## config.mk

```make
export PLATFORM = sky130hd
export DESIGN_NAME = alu_flags
export DESIGN_NICKNAME = d
export VERILOG_FILES = /design/src/rtl/alu_flags.sv
export SDC_FILE = /design/constraint.sdc
export NUM_CORES = 1
export LEC_CHECK = 0
export BUFFER_PORTS_ARGS = -buffer_cell sky130_fd_sc_hd__buf_2
export CORE_UTILIZATION = 43
export DETAILED_ROUTE_END_ITERATION = 8
export GPL_ROUTABILITY_DRIVEN = 0
export PLACE_DENSITY = 0.78
export SYNTH_ARGS = -nofsm -noshare
export SYNTH_HDL_FRONTEND = slang
export SYNTH_SLANG_ARGS = --single-unit
```

## constraint.sdc

```tcl
create_clock -name clk -period 1.2 [get_ports clk]
set_input_delay 0.12 -clock clk [delete_from_list [all_inputs] [get_ports clk]]
set_output_delay 0.12 -clock clk [all_outputs]
set_load 0.01 [all_outputs]
```

## src/rtl/alu_flags.sv

```systemverilog
// Flag staging and F register for a nibble-serial ALU.
// Stages per-nibble zero/carry and shift bits, then commits Z/N/H/C into F.
module alu_flags (
  input  logic       clk,
  input  logic       reset_n,
  input  logic       ce,
  input  logic       nib_l,
  input  logic       nib_h,
  input  logic       nib_zero,
  input  logic       nib_cout,
  input  logic       shift_out,
  input  logic       shift_cap,
  input  logic [3:0] we,
  input  logic       n_val,
  input  logic [1:0] h_mode,
  input  logic [1:0] c_mode,
  input  logic       commit,
  input  logic       f_ld,
  input  logic [7:0] dbus,
  output logic [7:0] f,
  output logic [1:0] staged
);

  localparam logic [1:0] IDLE = 2'd0;
  localparam logic [1:0] LO   = 2'd1;
  localparam logic [1:0] HI   = 2'd2;

  logic [1:0] state, state_nx;
  logic lo_z, hi_z, lo_c, hi_c, sh_bit;
  logic lo_z_nx, hi_z_nx, lo_c_nx, hi_c_nx, sh_nx;
  logic fz, fn, fh, fc;
  logic fz_nx, fn_nx, fh_nx, fc_nx;
  logic [1:0] base;

  // Commit clears staging first; a coincident nibble capture lands on top.
  always_comb begin
    base     = commit ? IDLE : state;
    state_nx = base;
    lo_z_nx  = commit ? 1'b1 : lo_z;
    hi_z_nx  = commit ? 1'b1 : hi_z;
    lo_c_nx  = commit ? 1'b0 : lo_c;
    hi_c_nx  = commit ? 1'b0 : hi_c;
    sh_nx    = commit ? 1'b0 : sh_bit;
    if (nib_l) begin
      lo_z_nx  = nib_zero;
      lo_c_nx  = nib_cout;
      hi_z_nx  = 1'b1;
      hi_c_nx  = 1'b0;
      state_nx = LO;
    end else if (nib_h) begin
      if (base != LO) begin
        lo_z_nx = 1'b1;
        lo_c_nx = 1'b0;
      end
      hi_z_nx  = nib_zero;
      hi_c_nx  = nib_cout;
      state_nx = HI;
    end
    if (shift_cap)
      sh_nx = shift_out;
  end

  always_comb begin
    fz_nx = fz;
    fn_nx = fn;
    fh_nx = fh;
    fc_nx = fc;
    if (f_ld) begin
      {fz_nx, fn_nx, fh_nx, fc_nx} = dbus[7:4];
    end else if (commit) begin
      if (we[3]) fz_nx = lo_z & hi_z;
      if (we[2]) fn_nx = n_val;
      if (we[1]) begin
        unique case (h_mode)
          2'd0: fh_nx = lo_c;
          2'd1: fh_nx = 1'b0;
          2'd2: fh_nx = 1'b1;
          2'd3: fh_nx = fh;
        endcase
      end
      if (we[0]) begin
        unique case (c_mode)
          2'd0: fc_nx = hi_c;
          2'd1: fc_nx = sh_bit;
          2'd2: fc_nx = 1'b1;
          2'd3: fc_nx = ~fc;
        endcase
      end
    end
  end

  always_ff @(posedge clk or negedge reset_n) begin
    if (!reset_n) begin
      state  <= IDLE;
      lo_z   <= 1'b1;
      hi_z   <= 1'b1;
      lo_c   <= 1'b0;
      hi_c   <= 1'b0;
      sh_bit <= 1'b0;
      fz     <= 1'b0;
      fn     <= 1'b0;
      fh     <= 1'b0;
      fc     <= 1'b0;
    end else if (ce) begin
      state  <= state_nx;
      lo_z   <= lo_z_nx;
      hi_z   <= hi_z_nx;
      lo_c   <= lo_c_nx;
      hi_c   <= hi_c_nx;
      sh_bit <= sh_nx;
      fz     <= fz_nx;
      fn     <= fn_nx;
      fh     <= fh_nx;
      fc     <= fc_nx;
    end
  end

  assign f      = {fz, fn, fh, fc, 4'b0000};
  assign staged = state;

endmodule
```

==> flow_metrics.py, run 1 <==
metrics = {
    "sta": {
        "hold_viol": 0,
        "slew_viol_final": 0,
        "fmax_ghz": 0.893,
        "fin_skew_ps": 1.35,
        "final-setup-viol-count": 0,
        "min_period_ps": 1120,
        "fin_tns_setup_ps": 0,
        "period_share": 0.933,
        "rsz0062_at_grt": "no",
        "hold_ws_ps": 78.8,
    },
    "synthesis": {
        "yosysTopAreaCellShare": 0.324,
        "synthesis.area_um2": 696,
        "synth_edf_count": 0,
        "yosys_most_used_dff": "dfrtp_1",
        "synth_area_leaders": "dfrtp_1 32%, buf_4 8.6%, dfstp_2 7.6%, a21oi_1 4.3%, nand2_1 4.3%",
        "synth_seq_cells": 11,
        "ys_warn_count": 0,
        "ys_types": 32,
        "synth.most_common_cell": "dfrtp_1",
        "yosysTopAreaCell": "dfrtp_1",
        "async_flop_share": 1.00,
        "synth_top_cells_by_count": "9 x dfrtp_1, 8 x buf_4, 8 x nand2_1, 6 x a21oi_1",
        "synthesis.instances": 76,
        "ys_seq_area_frac": 0.399,
        "syn_area_per_cell_um2": 9.15,
    },
    "global_route": {
        "grt_max_degree": 22,
        "grt.overflow.total": 0,
        "grt_pass1_wl_um": 2360,
        "grt_util_all_layers": 0.176,
        "grt_pass1_vias": 562,
        "grt_antenna_before_repair": 0,
    },
    "floorplan": {
        "start_util": 0.462,
        "ioPinCount": 38,
        "die_w_um": 42.2,
        "die-area_um2": 1780,
        "core-area_um2": 1510,
        "num_rows": 14,
        "die_h_um": 42.2,
    },
    "power_and_ir_drop": {
        "vdd_ir_drop_max_mv": 0.667,
        "p_per_area_nw_per_um2": 1120,
        "leakage_nw": 0.415,
    },
    "placed_design": {
        "port_buffers": 29,
    },
    "clock_tree": {
        "cts_setup_buffers": 0,
        "cts.sinks": 11,
        "clkTransAtPathRegs_ps": 70,
        "numCtsBuffers": 3,
        "cts_tree": "done",
        "cts_hold_buf": 1,
        "cts_buffer_depth": 2,
        "clkLatencyLatePin_ps": 270,
        "clockRootBuffer": "clkbuf_4",
        "htreeDepth": 1,
        "post_cts_resized": 0,
    },
    "outcome": {
        "outcome": "finished, final reports clean",
    },
    "critical_path": {
        "cp_data_required_time_ps": 1390,
        "critPathKind": "flip-flop to flip-flop",
        "crit_chain": "nand2b_1 > a211o_1 > a21oi_1 > a31oi_1",
        "cp_max_fo": 3,
        "cp_slowest_cell": "dfrtp_1",
        "slowest_delay_ps": 400,
        "cp-start-kind": "flip-flop",
        "arrival_ps": 1310,
        "cp-end-kind": "flip-flop",
    },
    "job": {
        "cap_violations": 0,
    },
    "final_layout": {
        "fillers": 152,
        "drive_gt1_frac": 0.373,
        "area_growth_pct": 18.9,
        "layout.nets": 133,
        "num_antenna_cells": 0,
    },
    "route": {
        "first_iter_violations": 7,
        "antenna_left": 0,
        "drt-pass1-iter-count": 4,
        "dr_total_vias": 647,
        "drcViolationCount": 0,
        "wl_per_cell_um": 12.2,
        "wl_um": 1440,
        "vias_per_cell": 5.48,
    },
    "worst_hold_path": {
        "min_path_type": "input pin to flip-flop",
    },
}
==> placed cells by master (no fill, tap or decap), drive strengths merged, types with 2 or more instances in the layout <==
cell and instances:
buf 29, a32o 2, nand2 9, dfstp 2
inv 5, dfrtp 9, mux2i 2, nor2 2
a211o 2, clkbuf 4, o21a 2, a31oi 3
ha 2, o22ai 2, conb 4, a21oi 7
o21ai 5
==> worst paths after layout <==
kind	startpoint	to	slack, ps	cells past startpoint
max in group asynchronous	reset_n	lo_z	700	2
worst min-delay path	nib_zero	lo_z	80	3
worst max register to register	staged[1]	lo_z	80	4
min in group asynchronous	reset_n	fz	240	2
worst max-delay path	staged[1]	lo_z	80	4
worst min register to register	lo_c	lo_c	490	1
==> registers in the layout (all words and copies together), names as in the netlist <==
| name | flops |
|---|---|
| staged | 2 |
| fn | 1 |
| hi_z | 1 |
| fh | 1 |
| fz | 1 |
| sh_bit | 1 |
| fc | 1 |
| lo_c | 1 |
| lo_z | 1 |
| hi_c | 1 |
==> where the power goes <==
group / total, mW / switching, mW / internal (mW)
clock: 0.258 / 0.129 / 0.129
sequential: 0.445 / 0.0258 / 0.419
combinational: 0.227 / 0.120 / 0.106
==> critical path, delay by kind of cell, from the launching register on <==
kind            cells  cell delay, ps
compound gates      3             490
flops               1             400
simple gates        1             150
==> metal layers <==
| layer | track usage | vias up | share of wire |
|---|---|---|---|
| met4 | 0.0938 | 0 | 0.012 |
| met1 | 0.220 | 305 | 0.42 |
| met2 | 0.292 | 27 | 0.51 |
| met3 | 0.0259 | 2 | 0.053 |
| met5 | 0 | - | 0 |
| li1 | - | 313 | - |
==> area by class of cell <==
class | instances | area [µm²] | area share
repair buffers | 30 | 155 | 0.188
well taps | 16 | 20.0 | 0.0242
clock buffers | 4 | 26.3 | 0.0318
multi-input cells | 52 | 329 | 0.398
inverters | 5 | 18.8 | 0.0227
flip-flops and latches | 11 | 278 | 0.336
==> kinds of logic after synthesis <==
logic type / count (synthesis) / synth area share
compound gates: 27 / 0.270
fa+ha+maj: 2 / 0.0360
buf+inv: 16 / 0.144
flops: 11 / 0.399
mux: 2 / 0.0288
other cells: 1 / 0.00539
simple gates: 17 / 0.117
==> through the flow <==
stage          utilization  cells  cell area, µm²  setup slack (ps)  power, mW
2_1_floorplan            -     79             707              97.5      0.616
3_3_place_gp         0.525    113             791               105      0.668
3_5_place_dp         0.525    113             791              88.9      0.679
4_1_cts              0.549    118             827              82.3      0.935
5_1_grt              0.549    118             827              40.8      0.985
6_report             0.549    118             827              80.4      0.929
Note: power is estimated with default switching activity, not from simulation.
==> inputs of run 2 (changes only) <==
clock period = 1.15 ns   (was 1.2 ns; I/O delays follow)
==> run 2 against run 1 <==
Effect of this change:
- die area is the same
- global-route usage grew 0.18 points
- via count rose by 0.31%
- clock skew increased by 3.0 ps
- flip-flop and latch count did not move
- wire length up 1.6%
- maximum frequency up 2.4%
- critical path type unchanged
- critical endpoint unchanged
==> flow_metrics.py, run 2 (synthesis gave the netlist of run 1 again) <==
metrics = {
    "outcome": {
        "outcome": "finished, final reports clean",
    },
    "final_layout": {
        "largest_reg_flops": 2,
        "area_growth_pct": 20.0,
        "mostFrequentLayoutCells": "29 x buf_2, 9 x dfrtp_1, 8 x nand2_1, 6 x a21oi_1",
        "final_common_cell": "buf_2",
        "layout.nets": 134,
        "final_cell_area_um2": 835,
        "drive_gt1_frac": 0.379,
        "final_util": 0.554,
        "num_antenna_cells": 0,
    },
    "global_route": {
        "grt.overflow.total": 0,
        "grt_antenna_before_repair": 0,
        "grt_pass1_wl_um": 2370,
        "grt_max_degree": 22,
        "grt_pass1_vias": 558,
        "grt_util_all_layers": 0.178,
    },
    "route": {
        "vias_per_cell": 5.45,
        "drcViolationCount": 0,
        "antenna_left": 0,
        "wl_um": 1470,
        "first_iter_violations": 18,
        "dr_total_vias": 649,
        "drt-pass1-iter-count": 5,
        "wl_per_cell_um": 12.3,
    },
    "critical_path": {
        "critPathBufInv": 0,
        "critPathKind": "flip-flop to flip-flop",
        "cp_slowest_cell": "dfrtp_1",
        "r2r_start": "staged[1]",
        "slowest_delay_ps": 380,
        "cp_max_fo": 2,
        "cp-end-kind": "flip-flop",
        "cp-start-kind": "flip-flop",
        "ff2ff_setup_slack_ps": 60,
        "cp_data_required_time_ps": 1330,
        "crit_chain": "nand2b_1 > a211o_1 > a21oi_1 > a31oi_1",
        "arrival_ps": 1280,
        "cp_top_family": "compound AO/OA/AOI/OAI gates",
        "reg2reg_depth": 4,
        "reg2reg_to": "lo_z",
    },
    "placed_design": {
        "placed_cell_area_um2": 791,
        "dp_hpwl_um": 1040,
        "port_buffers": 29,
    },
    "clock_tree": {
        "htreeDepth": 1,
        "cts_tree": "done",
        "numCtsBuffers": 3,
        "cts.sinks": 11,
        "clkLatencyLatePin_ps": 270,
        "post_cts_resized": 0,
        "cts_buffer_depth": 2,
        "clockRootBuffer": "clkbuf_4",
        "clkTransAtPathRegs_ps": 70,
    },
    "worst_hold_path": {
        "min_delay_path_depth": 3,
        "min_path_type": "input pin to flip-flop",
        "hold_start": "nib_zero",
        "hold-path-endpoint": "lo_z",
    },
    "sta": {
        "hold_viol": 0,
        "fin_tns_setup_ps": 0,
        "period_share": 0.951,
        "fin_skew_ps": 4.33,
        "final-setup-viol-count": 0,
        "fmax_ghz": 0.914,
        "rsz0062_at_grt": "no",
        "min_period_ps": 1090,
        "slew_viol_final": 0,
    },
    "job": {
        "cap_violations": 0,
    },
    "floorplan": {
        "ioPinCount": 38,
        "core-area_um2": 1510,
        "die_w_um": 42.2,
        "die-area_um2": 1780,
        "start_util": 0.462,
        "num_rows": 14,
        "die_h_um": 42.2,
    },
    "power_and_ir_drop": {
        "p_per_area_nw_per_um2": 1170,
        "leakage_nw": 0.420,
        "vdd_ir_drop_max_mv": 0.724,
    },
}
==> run 2: changes by cell type in the layout (fill, tap and decap cells not counted), sizes merged <==
cell / change
buf: +1
==> run 2: repair_timing <==
item	in CTS	in global routing
hold buffers	1	0
hold endpoints to repair	11	0
endpoints found under the setup margin	0	1
setup buffers	0	1
==> run 2: worst min-delay path: cells and delay by family <==
family          cells  cell delay, ps
compound gates      1              80
buf+inv             2             150
==> run 2: how the worst max path moves through the flow <==
stage | startpoint | to | slack (ps) | depth (start not counted)
final | staged[1] | lo_z | 60 | 4
after global routing | fc | fc | 20 | 4
after CTS | staged[1] | lo_z | 30 | 4
after detailed placement | staged[1] | lo_z | 50 | 4
after global placement | staged[1] | lo_z | 60 | 4
after floorplan | staged[1] | lo_z | 50 | 4
==> run 2: through the flow <==
step	hold slack [ps]	power, mW	setup WS [ps]	instances
floorplan	-181	0.643	47.5	79
global placement	-5.65	0.697	56.4	113
finish	74.7	0.979	56.4	119
global route	75.3	1.04	20.0	119
detailed placement	-2.21	0.706	45.3	113
CTS	71.2	0.978	34.4	118
==> run 2: layer usage <==
metal	wire [µm]	track usage	part of all wire
met2	701	0.292	0.48
met3	92	0.0302	0.063
met4	14	0.0750	0.0096
met5	0	0	0
met1	656	0.231	0.45
==> run 2: report_power, final <==
group / switching (mW) / total, mW / internal [mW]
clock: 0.138 / 0.272 / 0.134
sequential: 0.0266 / 0.464 / 0.437
combinational: 0.128 / 0.244 / 0.116
total: 0.292 / 0.979 / 0.687
==> run 2: layout make-up <==
class                   instances  area [µm²]
flip-flops and latches         11         278
fillers                       152         672
repair buffers                 31         163
well taps                      16        20.0
clock buffers                   4        26.3
inverters                       5        18.8
multi-input cells              52         329
==> inputs of run 3 (changes only) <==
HOLD_SLACK_MARGIN = 0.15   (was default)
SETUP_SLACK_MARGIN = 0.3   (was default)
==> run 3 against run 2 <==
Effect of this change:
- maximum frequency grew 4.8%
- global-route usage grew 3.1 points
- clock power is essentially flat
- highest routed layer unchanged
- die area is the same
- clock skew shrank 2.5 ps
- first-iteration DRC count shrank 78%
- final cell count grew 10%
- critical endpoint is now lo_c
- design area grew 18%
==> flow_metrics.py, run 3 (synthesis gave the netlist of run 1 again) <==
metrics = {
    "outcome": {
        "outcome": "finished, final reports clean",
    },
    "route": {
        "wl_per_cell_um": 12.2,
        "drt-pass1-iter-count": 4,
        "dr_total_vias": 693,
        "wl_um": 1600,
        "first_iter_violations": 4,
        "drcViolationCount": 0,
        "vias_per_cell": 5.29,
        "antenna_left": 0,
    },
    "clock_tree": {
        "cts_buffer_depth": 2,
        "htreeDepth": 1,
        "numCtsBuffers": 3,
        "cts_hold_buf": 8,
        "clockRootBuffer": "clkbuf_4",
        "cts_tree": "done",
        "cts.sinks": 11,
        "clkTransAtPathRegs_ps": 70,
        "clkLatencyLatePin_ps": 280,
    },
    "critical_path": {
        "arrival_ps": 1260,
        "crit_chain": "nand2b_4 > a211o_1 > nand2_1 > a32o_1",
        "critPathKind": "flip-flop to flip-flop",
        "slowest_delay_ps": 380,
        "cp-start-kind": "flip-flop",
        "cp_slowest_cell": "dfrtp_1",
        "cp_max_fo": 2,
        "critPathLaunch": "staged[1]",
        "cp_data_required_time_ps": 1370,
        "cp-end-kind": "flip-flop",
        "r2r_start": "staged[1]",
    },
    "final_layout": {
        "final_common_cell": "buf_2",
        "fillers": 127,
        "seq_area_um2": 278,
        "largest_reg_flops": 2,
        "area_growth_pct": 41.5,
        "fin_cells": 131,
        "mostFrequentLayoutCells": "28 x buf_2, 9 x dfrtp_1, 8 x nand2_1, 6 x dlygate4sd3_1, 6 x buf_4",
        "num_antenna_cells": 0,
        "multi_input_area_um2": 353,
        "layout.nets": 146,
        "final_cell_area_um2": 985,
        "drive_gt1_frac": 0.426,
    },
    "worst_hold_path": {
        "min_path_type": "input pin to flip-flop",
        "hold_start": "nib_cout",
    },
    "floorplan": {
        "start_util": 0.462,
        "die-area_um2": 1780,
        "num_rows": 14,
        "ioPinCount": 38,
        "core-area_um2": 1510,
        "die_h_um": 42.2,
        "die_w_um": 42.2,
    },
    "power_and_ir_drop": {
        "vdd_ir_drop_max_mv": 0.839,
        "p_per_area_nw_per_um2": 1070,
        "share_comb_of_total_power": 0.303,
        "switching_share": 0.294,
        "clkPwrFrac": 0.255,
        "power_frac_seq": 0.442,
        "leakage_nw": 0.497,
        "p_sw_uw": 310,
        "p_int_uw": 746,
    },
    "placed_design": {
        "place_ws_ps": 52.8,
        "placed_cells": 113,
        "placed_cell_area_um2": 811,
        "port_buffers": 29,
        "dp_hpwl_um": 1030,
    },
    "global_route": {
        "grt_antenna_before_repair": 0,
        "grt_pass1_wl_um": 2730,
        "grt_pass1_vias": 662,
        "grt.overflow.total": 0,
        "grt_util_all_layers": 0.209,
        "grt_max_degree": 22,
    },
    "sta": {
        "slew_viol_final": 0,
        "rsz0062_at_grt": "yes",
        "final-setup-viol-count": 0,
        "period_share": 0.907,
        "fin_tns_setup_ps": 0,
        "fmax_ghz": 0.958,
        "fin_skew_ps": 1.82,
        "hold_viol": 0,
        "setup_slack_ps": 106,
        "min_period_ps": 1040,
    },
    "job": {
        "cap_violations": 0,
    },
}
[run 3: changes by cell type in the layout (fill, tap and decap cells not counted), sizes merged]
cell	delta
buf	+5
dlymetal6s4s	+2
dlygate4sd3	+5
[run 3: cell type report]
cell class              count  share of cell area
clock buffers               4              0.0267
inverters                   5              0.0267
multi-input cells          52               0.358
flip-flops and latches     11               0.282
well taps                  16              0.0203
repair buffers             43               0.286
[run 3: stage by stage]
| stage | power (mW) | util | hold WS (ps) |
|---|---|---|---|
| 2_1_floorplan | 0.648 | - | -181 |
| 3_3_place_gp | 0.706 | 0.538 | -4.45 |
| 3_5_place_dp | 0.716 | 0.538 | -0.775 |
| 4_1_cts | 1.05 | 0.638 | 114 |
| 5_1_grt | 1.12 | 0.654 | 127 |
| 6_report | 1.06 | 0.654 | 120 |
[run 3: power groups by stage]
stage          Sequential [mW]  Combinational, mW  Clock (mW)
2_1_floorplan            0.470              0.178           0
3_3_place_gp             0.470              0.236           0
3_5_place_dp             0.472              0.243           0
4_1_cts                  0.465              0.304       0.282
5_1_grt                  0.472              0.355       0.296
6_report                 0.467              0.320       0.270
[run 3: worst max-delay path, delay by kind of cell, from the launching register on]
| kind | cells | cell delay, ps |
|---|---|---|
| flip-flops | 1 | 380 |
| AO/OA/AOI/OAI | 2 | 390 |
| AND/OR/NAND/NOR | 2 | 210 |
[run 3: path summary, 6_finish.rpt]
| path | cells after the start | end | slack, ps |
|---|---|---|---|
| max | 4 | lo_c | 110 |
| min | 2 | lo_c | 120 |
| max reg2reg | 4 | lo_c | 110 |
| min reg2reg | 2 | lo_z | 510 |
| max in group asynchronous | 2 | hi_z | 650 |
| min in group asynchronous | 2 | fh | 230 |
[run 3: per-layer routing]
metal | global-route usage | up-vias | part of all wire
met5 | 0 | - | 0
met4 | 0.0938 | 0 | 0.021
met3 | 0.0647 | 5 | 0.058
met2 | 0.360 | 24 | 0.49
met1 | 0.234 | 324 | 0.43
li1 | - | 340 | -
[run 3: repair_timing]
item,CTS,global route
buffers inserted,4,2
hold endpoints to repair,19,1
gates resized for setup,2,4
pin swaps,4,3
endpoints found under the setup margin,12,15
